### src/rtl/sram_arbiter.sv
// sram_arbiter: shares one SRAM-like slave port between the fetch (inst) and
// memory-stage (data) masters. One transaction is outstanding at a time:
// grant -> address handshake -> data return, with the response routed back
// to the master that issued it. Data normally wins ties, but an inst request
// that has been passed over STARVE_LIMIT times in a row gets the next grant.
// Optional feature macro: ARB_INST_CANCEL_EN (in-flight fetch cancel/drop).
module sram_arbiter #(
  parameter int unsigned STARVE_LIMIT = 4
) (
  input  logic        clk,
  input  logic        reset,
  input  logic        inst_req,
  input  logic [31:0] inst_addr,
  output logic        inst_addr_ok,
  output logic [31:0] inst_rdata,
  output logic        inst_data_ok,
  input  logic        inst_cancel,
  input  logic        data_req,
  input  logic        data_wr,
  input  logic [1:0]  data_size,
  input  logic [31:0] data_addr,
  input  logic [31:0] data_wdata,
  output logic        data_addr_ok,
  output logic [31:0] data_rdata,
  output logic        data_data_ok,
  output logic        mem_req,
  output logic        mem_wr,
  output logic [1:0]  mem_size,
  output logic [31:0] mem_addr,
  output logic [31:0] mem_wdata,
  input  logic        mem_addr_ok,
  input  logic        mem_data_ok,
  input  logic [31:0] mem_rdata
);

  typedef enum logic [1:0] {IDLE, ADDR, DATA} state_e;

  localparam logic [3:0] LIMIT = 4'(STARVE_LIMIT);

  state_e     state_q, state_d;
  logic       owner_q, owner_d;   // 0 = inst, 1 = data
  logic [3:0] starve_q, starve_d;
  logic       drop;

  logic       data_win;
  logic       sel_data;
  logic       gnt_vld;
  logic       accept;
  logic       resp;

  // Read data is shared; the *_data_ok strobes say whose it is.
  assign inst_rdata = mem_rdata;
  assign data_rdata = mem_rdata;

`ifdef ARB_INST_CANCEL_EN
  logic drop_q, drop_d;

  // Remember that the in-flight fetch was cancelled so its return is eaten.
  // The return itself takes priority so a cancel in the same cycle cannot
  // leave a stale drop behind for the next fetch.
  always_comb begin
    drop_d = drop_q;
    if (state_q == DATA && mem_data_ok)
      drop_d = 1'b0;
    else if (inst_cancel && !owner_q && (state_q == ADDR || state_q == DATA))
      drop_d = 1'b1;
  end

  // Drop flag register.
  always_ff @(posedge clk) begin
    if (reset) drop_q <= 1'b0;
    else       drop_q <= drop_d;
  end

  assign drop = drop_q;
`else
  logic unused_cancel;
  assign unused_cancel = inst_cancel;
  assign drop = 1'b0;
`endif

  // Grant selection, slave request mux, handshake routing and next state.
  always_comb begin
    state_d  = state_q;
    owner_d  = owner_q;
    starve_d = starve_q;

    // Tie-break: data first unless inst has been skipped LIMIT times.
    data_win = data_req && (!inst_req || starve_q != LIMIT);
    // In IDLE the choice is live; once granted it is frozen in owner_q.
    sel_data = (state_q == IDLE) ? data_win : owner_q;
    gnt_vld  = (state_q == ADDR) || (state_q == IDLE && (inst_req || data_req));
    accept   = gnt_vld && mem_addr_ok;
    resp     = (state_q == DATA) && mem_data_ok;

    mem_req   = gnt_vld;
    mem_wr    = 1'b0;
    mem_size  = 2'd2;
    mem_addr  = inst_addr;
    mem_wdata = '0;
    if (sel_data) begin
      mem_wr    = data_wr;
      mem_size  = data_size;
      mem_addr  = data_addr;
      mem_wdata = data_wdata;
    end

    inst_addr_ok = accept && !sel_data;
    data_addr_ok = accept && sel_data;
    inst_data_ok = resp && !owner_q && !drop;
    data_data_ok = resp && owner_q;

    case (state_q)
      IDLE: begin
        if (gnt_vld) begin
          owner_d = sel_data;
          state_d = mem_addr_ok ? DATA : ADDR;
        end
      end
      ADDR: begin
        if (mem_addr_ok) state_d = DATA;
      end
      DATA: begin
        // Stray data_ok outside DATA never reaches here, so it is ignored.
        if (mem_data_ok) state_d = IDLE;
      end
      default: state_d = IDLE;
    endcase

    // Count data wins that passed over a waiting fetch; anything else resets.
    if (accept)
      starve_d = (sel_data && inst_req) ? starve_q + 4'd1 : 4'd0;
  end

  // State, owner and starvation counter registers.
  always_ff @(posedge clk) begin
    if (reset) begin
      state_q  <= IDLE;
      owner_q  <= 1'b0;
      starve_q <= 4'd0;
    end else begin
      state_q  <= state_d;
      owner_q  <= owner_d;
      starve_q <= starve_d;
    end
  end

endmodule

### config.mk
export PLATFORM = sky130hd
export DESIGN_NAME = sram_arbiter
export DESIGN_NICKNAME = d
export VERILOG_FILES = /design/src/rtl/sram_arbiter.sv
export SDC_FILE = /design/constraint.sdc
export NUM_CORES = 1
export LEC_CHECK = 0
export CORE_AREA = 4 4 104 106
export CTS_CLUSTER_SIZE = 12
export DETAILED_ROUTE_END_ITERATION = 10
export DIE_AREA = 0 0 108 110
export PLACE_DENSITY = 0.71
export SLEW_MARGIN = 20
export SYNTH_ARGS = -nofsm -noshare
export SYNTH_HDL_FRONTEND = slang
export SYNTH_SLANG_ARGS = --single-unit
### constraint.sdc
create_clock -name clk -period 2.6 [get_ports clk]
set_input_delay 0.52 -clock clk [delete_from_list [all_inputs] [get_ports clk]]
set_output_delay 0.52 -clock clk [all_outputs]
set_load 0.02 [all_outputs]
==> metrics.cfg <==
[yosys]
yosys_warnings=0
syn-instance-count=190
synth_top_cell_by_area=sky130_fd_sc_hd__buf_4
synth_sequential_area_ratio=0.0920
syn-mean-instance-area_sq_um=8.01
netlist-cell-type-count=25
postSynthRegisterBits=7
synth_top_cell_area_share=0.316
syn-cell-area_sq_um=1520
synth_nets=330
synth_area_leaders=sky130_fd_sc_hd__buf_4 (32%), sky130_fd_sc_hd__mux2_2 (24%), sky130_fd_sc_hd__and2_1 (15%), sky130_fd_sc_hd__dfxtp_1 (9.2%), sky130_fd_sc_hd__buf_6 (2.2%)

[placement]
buffer_ports.inserted=176
preCtsSetupSlack_ns=-0.625
placed_cell_area_sq_um=3030
hpwl_um=5980
dp_cells=438
finalWeightedCongestion=0.780

[critical_path]
startpoint_type=flip-flop
end_kind=primary output
setup.reg_to_reg.worst_slack_ns=0.64
worst-path-max-fanout=7
cp_data_required_time_ns=2.08
worst-setup-path-type=reg2out
worst_ep_arrival_time_ns=2.09
worstRegToRegCells=10

[min_path]
whs_path_depth=2
holdCritPathClass=reg2reg

[final_layout]
number_of_antenna_repair_diodes=0
flow.area_growth_from_synthesis_pct=116
layoutNonFillerInstCount=456
fillers=1036
final_layout_size_suffix_gt1_frac=0.458
mostFrequentLayoutCells=sky130_fd_sc_hd__clkdlybuf4s50_1 (105), sky130_fd_sc_hd__buf_6 (44), sky130_fd_sc_hd__and2_1 (25), sky130_fd_sc_hd__buf_2 (25), sky130_fd_sc_hd__mux2_4 (24)
finalInstanceArea_sq_um=3290
final_common_cell=sky130_fd_sc_hd__clkdlybuf4s50_1
nets=464
final_util=0.337

[clock_tree]
cts-root-to-sink-buffers=2
root_buffer=sky130_fd_sc_hd__clkbuf_8
number_of_h_tree_levels=1
clock-sinks=7
tritoncts_clock_tree=built
clk_pin_slew_ns=0.04
cts_inserted_buffers=3
post_cts_hold_buffer_count=0
clkLatencyLatePin_ns=0.23

[timing]
max_clock_freq_mhz=383
slew_violations=0
rsz0062_at_grt=yes
whs_ns=0.547
finalSetupTns_ns=-0.0216
timing.final.hold_violations=0
slew_headroom=0.787
final-setup-viol-count=2
finClkSkew_ns=0.00430
fin_crit_ns=2.61
worst-slew-pin-transition_ns=0.317
fin_crit_sh=1.00
finalWorstSetupSlack_ns=-0.0109

[power_and_ir_drop]
worst_vdd_drop_mv=0.265
power_density_nw_per_um2=328
power_mw=1.08
power.leakage_nw=1.48

[global_routing]
grt_overflow_total=0
antenna_found_initial=0
number_of_global_route_vias_before_repair=1881
grt_start_max_net_pins=18
wire_length_of_the_first_global_routing_pass_um=10600
grt.total_usage=0.116

[run_status]
violations_in_the_final_reports=setup timing
run_status=finished, violations left

[routing]
detail_route.drc_violations=0
ant_nets=0
drt_first_iter_violations=40
route.detailed.wl_per_inst_um=16.9
vias=1731
drt_pass1_iterations=4
finalWirelength_um=7700
vias_per_cell=3.80

[floorplan]
floorplan.die_area_sq_um=11900
initial_utilization=0.156
die_h_um=110
dieWidth_um=108
io_pins=274
core-area_sq_um=9770
fp-row-count=36

[job]
max_cap_viol_count=0

## routing by layer
metal	track usage	share of wire
met1	0.138	0.36
met2	0.214	0.53
met3	0.0268	0.082
met4	0.0234	0.021
met5	0	0
## what timing repair did
| action | in CTS | in global routing |
|---|---|---|
| setup endpoints to repair | 69 | 69 |
| gates resized for setup | 366 | 48 |
| buffers inserted | 11 | 2 |
| pin swaps | 5 | 2 |
| gates cloned | 6 | 0 |
## kinds of logic (layout without fill, tap and decap cells)
family | after synthesis | count (layout) | share of synthesized area
buffers and inverters | 76 | 209 | 0.362
AND/OR/NAND/NOR | 65 | 65 | 0.250
multiplexers | 32 | 32 | 0.237
AO/OA/AOI/OAI | 8 | 8 | 0.0427
flip-flops | 7 | 7 | 0.0920
adder cells (fa/ha/maj) | 2 | 2 | 0.0164
## cell usage after synthesis, drive strengths merged
library cell / number
a21oi: 4
a31oi: 2
and2: 36
and3: 1
and4b: 1
buf: 70
clkbuf: 3
dfxtp: 7
ha: 2
inv: 3
mux2: 32
nand2: 6
nand2b: 2
nand3: 1
nand4: 5
nand4b: 1
nor2: 6
nor2b: 3
nor3: 1
nor4: 1
o21ai: 1
o41ai: 1
or3: 1
## cell type report
cell class / instances / area (sq um) / share of cell area
timing repair buffer: 202 / 1960 / 0.597
multi-input combinational: 107 / 962 / 0.292
tap: 133 / 166 / 0.0505
sequential: 7 / 143 / 0.0433
clock buffer: 3 / 41.3 / 0.0125
inverter: 3 / 11.3 / 0.00342
clock inverter: 1 / 5.00 / 0.00152
## worst max-delay path: stages, from the launching register on
cell and delay [ns]:
sky130_fd_sc_hd__dfxtp_2 0.33, sky130_fd_sc_hd__inv_2 0.04, sky130_fd_sc_hd__ha_4 0.14, sky130_fd_sc_hd__and4b_2 0.25
sky130_fd_sc_hd__o41ai_4 0.21, sky130_fd_sc_hd__buf_6 0.21, sky130_fd_sc_hd__buf_6 0.13, sky130_fd_sc_hd__buf_16 0.11
sky130_fd_sc_hd__mux2_4 0.30, sky130_fd_sc_hd__buf_6 0.13
## path summary, 6_finish.rpt
check	start	end
hold / removal	flip-flop	flip-flop
hold reg to reg	flip-flop	flip-flop
setup reg to reg	starve_q[1]	starve_q[2]
setup / recovery	starve_q[1]	mem_addr[24]
## where the power goes
| part | internal [mW] | leakage, nW | switching, mW | total (mW) |
|---|---|---|---|---|
| registers | 0.112 | 0.0581 | 0.00501 | 0.117 |
| logic | 0.477 | 1.39 | 0.335 | 0.812 |
| clock network | 0.104 | 0.0255 | 0.0481 | 0.152 |
No activity file was read; power rests on OpenSTA's default activity.
